[config.mk]
export PLATFORM = sky130hd
export DESIGN_NAME = pipe_hazard_ctrl
export DESIGN_NICKNAME = d
export VERILOG_FILES = /design/src/rtl/pipe_hazard_ctrl.sv
export SDC_FILE = /design/constraint.sdc
export NUM_CORES = 1
export LEC_CHECK = 0
export CORE_ASPECT_RATIO = 0.7
export CORE_MARGIN = 4
export CORE_UTILIZATION = 51
export DETAILED_ROUTE_END_ITERATION = 12
export GPL_TIMING_DRIVEN = 0
export PLACE_DENSITY = 0.79
export SYNTH_ARGS = -nofsm -noshare
export SYNTH_HDL_FRONTEND = slang
export SYNTH_SLANG_ARGS = --single-unit
[constraint.sdc]
create_clock -name clk -period 2.8 [get_ports clk]
set_input_delay 0.28 -clock clk [delete_from_list [all_inputs] [get_ports clk]]
set_output_delay 0.28 -clock clk [all_outputs]
set_load 0.05 [all_outputs]
[src/rtl/pipe_hazard_ctrl.sv]
// Hazard and sequencing controller for the 5-stage MIPS pipe: shadow EX/MEM/WB
// scoreboard, load-use stall, branch flush, EX forwarding and MDU freeze.
module pipe_hazard_ctrl #(
  parameter int unsigned MDU_LAT = 4,
  parameter int unsigned CNT_W   = 32
) (
  input  logic             clk,
  input  logic             rst,
  input  logic             id_valid,
  input  logic [4:0]       id_rs,
  input  logic [4:0]       id_rt,
  input  logic             id_use_rs,
  input  logic             id_use_rt,
  input  logic [4:0]       id_dest,
  input  logic             id_reg_write,
  input  logic             id_mem_read,
  input  logic             id_is_mdu,
  input  logic             ex_branch_taken,
  output logic             pc_write,
  output logic             ifid_write,
  output logic             ifid_flush,
  output logic             idex_bubble,
  output logic             pipe_hold,
  output logic             mdu_start,
  output logic [1:0]       fwd_a,
  output logic [1:0]       fwd_b,
  output logic [CNT_W-1:0] stall_cnt,
  output logic [CNT_W-1:0] flush_cnt
);

  typedef struct packed {
    logic       valid;
    logic [4:0] dest;
    logic       reg_write;
    logic       mem_read;
    logic       is_mdu;
    logic [4:0] rs;
    logic [4:0] rt;
  } sb_entry_t;

  typedef enum logic {IDLE, BUSY} mdu_state_t;

  localparam logic [3:0] CNT_LAST = 4'(MDU_LAT - 1);

  sb_entry_t  ex_q, mem_q, wb_q, id_entry;
  mdu_state_t state_q, state_d;
  logic [3:0] cnt_q, cnt_d;
  logic       mdu_done_q, mdu_done_d;
  logic       hold, mdu_fire, load_use;
  logic [CNT_W-1:0] stall_q, flush_q;

  assign id_entry = '{valid: id_valid, dest: id_dest, reg_write: id_reg_write,
                      mem_read: id_mem_read, is_mdu: id_is_mdu, rs: id_rs, rt: id_rt};

  // NOTE: every variable written here gets a default first, so no path can infer a latch.
  always_comb begin
    state_d    = state_q;
    cnt_d      = cnt_q;
    mdu_done_d = mdu_done_q;
    mdu_fire   = 1'b0;
    hold       = 1'b0;
    unique case (state_q)
      IDLE: begin
        if (ex_q.valid && ex_q.is_mdu && !mdu_done_q) begin
          mdu_fire = 1'b1;
          hold     = 1'b1;
          cnt_d    = 4'd1;
          state_d  = BUSY;
        end
      end
      BUSY: begin
        hold = 1'b1;
        if (cnt_q == CNT_LAST) begin
          state_d    = IDLE;
          mdu_done_d = 1'b1;
        end else begin
          cnt_d = cnt_q + 4'd1;
        end
      end
      default: state_d = IDLE;
    endcase
    // The finished op leaves EX on the next unfrozen edge, which re-arms the FSM.
    if (!hold) mdu_done_d = 1'b0;
  end

  assign load_use = ex_q.valid && ex_q.mem_read && (ex_q.dest != 5'd0) &&
                    ((id_use_rs && (id_rs == ex_q.dest)) ||
                     (id_use_rt && (id_rt == ex_q.dest)));

  always_comb begin
    pc_write    = 1'b1;
    ifid_write  = 1'b1;
    ifid_flush  = 1'b0;
    idex_bubble = 1'b0;
    pipe_hold   = 1'b0;
    mdu_start   = 1'b0;
    if (rst) begin
      pc_write    = 1'b0;
      ifid_write  = 1'b0;
      ifid_flush  = 1'b1;
      idex_bubble = 1'b1;
    end else if (hold) begin
      pc_write   = 1'b0;
      ifid_write = 1'b0;
      pipe_hold  = 1'b1;
      mdu_start  = mdu_fire;
    end else if (ex_branch_taken) begin
      ifid_flush  = 1'b1;
      idex_bubble = 1'b1;
    end else if (load_use) begin
      pc_write    = 1'b0;
      ifid_write  = 1'b0;
      idex_bubble = 1'b1;
    end
  end

  function automatic logic [1:0] fwd_sel(input logic [4:0] src,
                                         input sb_entry_t mem_e,
                                         input sb_entry_t wb_e);
    if (mem_e.valid && mem_e.reg_write && (mem_e.dest != 5'd0) && (mem_e.dest == src))
      return 2'b10;
    if (wb_e.valid && wb_e.reg_write && (wb_e.dest != 5'd0) && (wb_e.dest == src))
      return 2'b01;
    return 2'b00;
  endfunction

  assign fwd_a     = rst ? 2'b00 : fwd_sel(ex_q.rs, mem_q, wb_q);
  assign fwd_b     = rst ? 2'b00 : fwd_sel(ex_q.rt, mem_q, wb_q);
  assign stall_cnt = stall_q;
  assign flush_cnt = flush_q;

  // NOTE: sequential state uses non-blocking assignments so all registers update together.
  always_ff @(posedge clk) begin
    if (rst) begin
      // NOTE: the scoreboard is a handful of control flops, not a RAM, so it is reset outright.
      ex_q       <= '0;
      mem_q      <= '0;
      wb_q       <= '0;
      state_q    <= IDLE;
      cnt_q      <= 4'd0;
      mdu_done_q <= 1'b0;
      stall_q    <= '0;
      flush_q    <= '0;
    end else begin
      state_q    <= state_d;
      cnt_q      <= cnt_d;
      mdu_done_q <= mdu_done_d;
      if (!hold) begin
        wb_q  <= mem_q;
        mem_q <= ex_q;
        ex_q  <= (idex_bubble || !id_valid) ? '0 : id_entry;
      end
      if ((hold || (load_use && !ex_branch_taken)) && (stall_q != '1))
        stall_q <= stall_q + CNT_W'(1);
      if (ex_branch_taken && !hold && (flush_q != '1))
        flush_q <= flush_q + CNT_W'(1);
    end
  end

endmodule

After elaboration in Yosys (flattened, before gate mapping)
Index checks and enable logic that the tools add are counted.

operators by class
  add/subtract/negate cells = 3
  multiply operators = 0
  shift-type cells = 0
  reduce and logical (&&, ||, !) cells = 32
  muxes and demuxes = 40
  $lt $le $gt $ge = 0
  bitwise logic cells = 2
  div/mod/pow operators = 0
  equal/unequal tests = 11

operators with widths
  operator                                              number
  adder 32 x 1 -> 32 bit (second input constant)        2
  != test 32 bit (second input constant)                2
  equality test 5 bit                                   6
  2-to-1 mux 1 bit                                      24
  2-to-1 mux 2 bit                                      10
  logical AND 1 bit                                     19
  2-to-1 mux 19 bit                                     1
  nonzero test 5 bit                                    3
  2-to-1 mux 4 bit                                      2
  one-hot mux 4 bit (2 select lines)                    1
  adder 4 x 1 -> 4 bit (second input constant)          1
  equality test 4 x 2 -> 1 bit (second input constant)  1
  zero test 1 bit                                       4
  != test 2 bit (second input constant)                 2
  one-hot mux 1 bit (2 select lines)                    2
  AND reduction 2 bit                                   2
  logical OR 1 bit                                      3
  inverter 1 bit                                        2
  OR reduction 2 bit                                    1

word-level totals
  register bits = 103
  output and inout port bits = 74
  memories = 0
  bits in writable memories = 0
  latch bits = 0
  bits in read-only memories = 0

Longest topological paths before layout
  word-level depth = 10
  mapped depth = 8

Least setup slack after synthesis
Ideal clock, no wire load.

  path type = reg2out
  start point = reg mem_q[13] (netlist bit)
  end point = out fwd_b[0]
  arrival = 2.692 ns
  cell stages (with the launch flop) = 5
  path slack = -0.172 ns
  required time = 2.520 ns
  path through = dfxtp_1 > or4_1 > o211ai_1 > nor4_1 > nor4_1

between the ends
  longest elaborated chain between the ends = 6
  elaborated cells on any way between the ends = 7
  classes of those cells = eq/ne: 1; mux: 3; reduce/logical: 3

RTL lines
  what                    line  source
  from (decl)             45    sb_entry_t ex_q, mem_q, wb_q, id_entry;
  from (signal assigned)  150   mem_q <= ex_q;
  nonzero test 5 bit      120   if (mem_e.valid && mem_e.reg_write && (mem_e.dest != 5'd0) && (mem_e.dest == src))
  logical AND 1 bit       120
  logical AND 1 bit *     120
  2-to-1 mux 1 bit *      120
  2-to-1 mux 2 bit *      122   if (wb_e.valid && wb_e.reg_write && (wb_e.dest != 5'd0) && (wb_e.dest == src))
  2-to-1 mux 2 bit *      128   assign fwd_b = rst ? 2'b00 : fwd_sel(ex_q.rt, mem_q, wb_q);
  to (decl)               26    output logic [1:0] fwd_b,

Every way passes the cells marked *; elsewhere a longest branch is shown, timed or not.

Worst setup path in the final report
  start point = reg mem_q[13] (netlist bit)
  end point = out fwd_a[0]

between the ends
  longest elaborated chain between the ends = 6
  elaborated cells on any way between the ends = 7
  classes of those cells = eq/ne: 1; mux: 3; reduce/logical: 3

RTL lines
  what                 line  source
  nonzero test 5 bit   120
  logical AND 1 bit    120
  logical AND 1 bit *  120
  2-to-1 mux 1 bit *   120
  2-to-1 mux 2 bit *   122
  2-to-1 mux 2 bit *   127   assign fwd_a = rst ? 2'b00 : fwd_sel(ex_q.rs, mem_q, wb_q);
  to (decl)            25    output logic [1:0] fwd_a,

Marked as above.

==> flow_metrics.tcl <==
set metrics [dict create \
    outcome "finished clean" \
    ys_ff_latch 103 \
    first_pass_iters 7 \
    crit_path_end_kind "primary output" \
    core-area_sq_um 9110 \
    cp.arrival_ns 2.38 \
    slowest_delay_ns 0.55 \
    drv_cap 0 \
    yosys_most_used_dff "dfxtp_1" \
    finalSetupViolations 0 \
    cts_htree_levels 3 \
    clock_power_share_pct 39.4 \
    hold-path-cell-count 1 \
    dpl.cell_count 785 \
    n_fill_cell 748 \
    finalNetCount 698 \
    grt_pass1_vias 4273 \
    fin_ws_ns 0.143 \
    vdd_drop_max_uv 292 \
    fin_skew_ns 0.00609 \
    io_buffers 97 \
    worstPathCellList "or4_1 > o211ai_1 > nor4_1 > nor4_2 > dlygate4sd2_1" \
    crit_family "simple AND/OR/NAND/NOR gates" \
    critPathSlowestCell "or4_1" \
    async_flop_share_pct 0 \
    first_iter_violations 411 \
    power_density_nw_per_um2 449 \
    wl_per_cell_um 15.9 \
    hpwl_um 9540 \
    vias_per_cell 5.75 \
    die_x_um 124 \
    via_count 4586 \
    grt_pass1_wl_um 21000 \
    rows 29 \
    internal-power_w 0.00215 \
    final_cell_count_no_fill 798 \
    antenna_found_initial 0 \
    n_antenna_cell 0 \
    synth_cell_types 47 \
    fin_crit_sh_pct 94.9 \
    finalWirelength_um 12700 \
    ys_warn_count 0 \
    cts.sinks 103 \
    r2r_slack_ns 0.23 \
    ios 98 \
    synth.top_cells.by_area "dfxtp_1 (43%), xnor2_1 (11%), nor2_1 (6.1%), nand2_1 (4.6%), xor2_1 (4.2%)" \
    hold_start "mdu_done_q" \
    clock_latency_ns 0.34 \
    cts_buffers 9 \
    syn_nets 591 \
    netlist_area_sq_um 4780 \
    tightest_slew_ns 0.649 \
    seq_area_sq_um 2060 \
    cp-start-kind "flop" \
    r2r_start "state_q" \
    holdCritPathClass "flop to flop" \
    syn_to_final_growth_pct 29.0 \
    worst-setup-path-type "flop to primary output" \
    p_comb_share_pct 6.3 \
    grt_max_degree 19 \
    cp_data_required_time_ns 2.52 \
    gp_congestion 0.891 \
    tns_ns 0 \
    rr_worst_depth 8 \
    die_h_um 89.0 \
    cts.reportedPaths.clkPinSlew_ns 0.06 \
    crit_fanout 5 \
    ant_nets 0 \
    cp.buffers_inverters 1 \
    fin_crit_ns 2.66 \
    multiInputGateArea_sq_um 2630 \
    cts_root_buf "clkbuf_16" \
    rsz0062_at_grt "false" \
    p_leak_nw 2.08 \
    fmax_ghz 0.376 \
    post-place-ws_ns -0.187 \
    finalMaxSlewViolations 0 \
    die-area_sq_um 11000 \
    synth_top_area_share_pct 43.1 \
    yosysTopAreaCell "dfxtp_1" \
    syn_area_per_cell_sq_um 8.48 \
    post_cts_buffers 0 \
    cts_tree "yes" \
    sw_frac_of_total_pct 22.4 \
    whs_endpoint "mdu_done_q" \
    ys_seq_area_share_pct 43.1 \
    drc 0 \
    netlist_instances 564 \
    finalHoldViolations 0 \
    gr-usage-all-layers_pct 23.8 \
    slew_headroom_pct 56.6 \
    cts_max_path_buffers 2 \
    seqPwrFrac_pct 54.3 \
    netSwitchingPower_w 0.000620 \
    start_util_pct 52.5 \
    grt_overflow_total 0 \
    utilization_pct 67.7 \
    layout-drive-gt1-share_pct 4.30 \
    r2r_end "stall_cnt[29]" \
    synth-edff-count 0 \
    fin_total_pwr_w 0.00277 \
]
worst max-delay path by stage:
| stage | startpoint | to | depth (start not counted) |
|---|---|---|---|
| 2_1_floorplan | stall_cnt[3] | stall_cnt[20] | 8 |
| 3_3_place_gp | rst | pc_write | 6 |
| 3_5_place_dp | rst | pc_write | 6 |
| 4_1_cts | mem_q[13] | fwd_b[0] | 5 |
| 5_1_grt | stall_cnt[3] | stall_cnt[10] | 8 |
| 6_report | mem_q[13] | fwd_a[0] | 5 |
registers in the layout (all words and copies together), names as in the netlist:
signal,flops
mdu_done_q,1
stall_cnt,32
ex_q,19
mem_q,7
state_q,1
wb_q,7
cnt_q,4
flush_cnt,32
power by group through the flow:
| stage | sequential [W] | combinational, W | clock, W |
|---|---|---|---|
| global route | 0.00150 | 0.000188 | 0.00117 |
| CTS | 0.00150 | 0.000173 | 0.00111 |
| finish | 0.00150 | 0.000174 | 0.00109 |
| global placement | 0.00153 | 0.000170 | 0 |
| detailed placement | 0.00153 | 0.000174 | 0 |
| floorplan | 0.00154 | 0.0000903 | 0 |
per-stage QoR:
step	hold WS [ns]	cell area, sq um
floorplan	0.406	4800
global placement	0.439	5930
detailed placement	0.459	5930
CTS	0.467	6160
global route	0.493	6170
finish	0.466	6170
cell type report:
class / count / area share (%)
clock buffers: 12 / 3.83
inverters: 6 / 0.365
multi-input cells: 431 / 42.6
flip-flops and latches: 103 / 33.4
repair buffers: 97 / 15.6
well taps: 124 / 2.52
clock inverters: 2 / 0.162
plain buffers: 23 / 1.52
repair_timing:
action,4_1_cts,5_1_grt
gates resized for setup,10,11
hold buffers,0,0
cloned,0,0
setup endpoints to repair,9,30
synthesized netlist by cell type, types with 2 or more instances:
cell type / n
a21oi_1: 23
a22o_1: 18
and2_1: 4
and3_1: 6
and3_4: 2
and4_1: 11
buf_1: 2
clkbuf_1: 20
dfxtp_1: 103
ha_1: 3
inv_1: 6
mux2_2: 2
nand2_1: 59
nand2b_1: 3
nand3_1: 32
nand4_1: 18
nand4b_1: 2
nor2_1: 78
nor2b_1: 4
nor3_1: 25
nor3b_1: 2
nor4_1: 15
nor4b_1: 2
o21ai_0: 10
or3_1: 8
or4_1: 6
xnor2_1: 58
xor2_1: 23
cells in the final DEF, fill, tap and decap left out, types with 3 or more instances in the layout:
cell             instances
a21oi_1                 23
a22o_1                  18
and2_1                   4
and3_1                   6
and4_1                  11
clkbuf_1                20
clkbuf_16                9
clkbuf_2                 5
clkdlybuf4s50_1         88
dfxtp_1                103
dlygate4sd2_1            4
ha_1                     3
inv_1                    6
nand2_1                 58
nand2b_1                 3
nand3_1                 32
nand4_1                 18
nor2_1                  77
nor2b_1                  4
nor3_1                  24
nor4_1                  13
o21ai_0                 10
or3_1                    8
or4_1                    6
xnor2_1                 58
xor2_1                  23
cell families (layout without fill, tap and decap cells):
| family | count (synthesis) | after routing | synth area share [%] |
|---|---|---|---|
| AND/OR/NAND/NOR | 281 | 281 | 29.4 |
| AO/OA/AOI/OAI | 63 | 63 | 8.69 |
| buffers and inverters | 30 | 140 | 2.46 |
| flip-flops | 103 | 103 | 43.1 |
| adder cells (fa/ha/maj) | 3 | 3 | 0.785 |
| XOR/XNOR | 81 | 81 | 14.8 |
| multiplexers | 3 | 3 | 0.680 |
metal layers:
metal / global-route usage (%) / vias up / part of all wire, %
li1: - / 2196 / -
met1: 33.6 / 2164 / 46
met2: 36.7 / 206 / 45
met3: 5.88 / 20 / 7.8
met4: 6.13 / 0 / 1.1
met5: 0 / - / 0
Note: power is estimated with default switching activity, not from simulation.
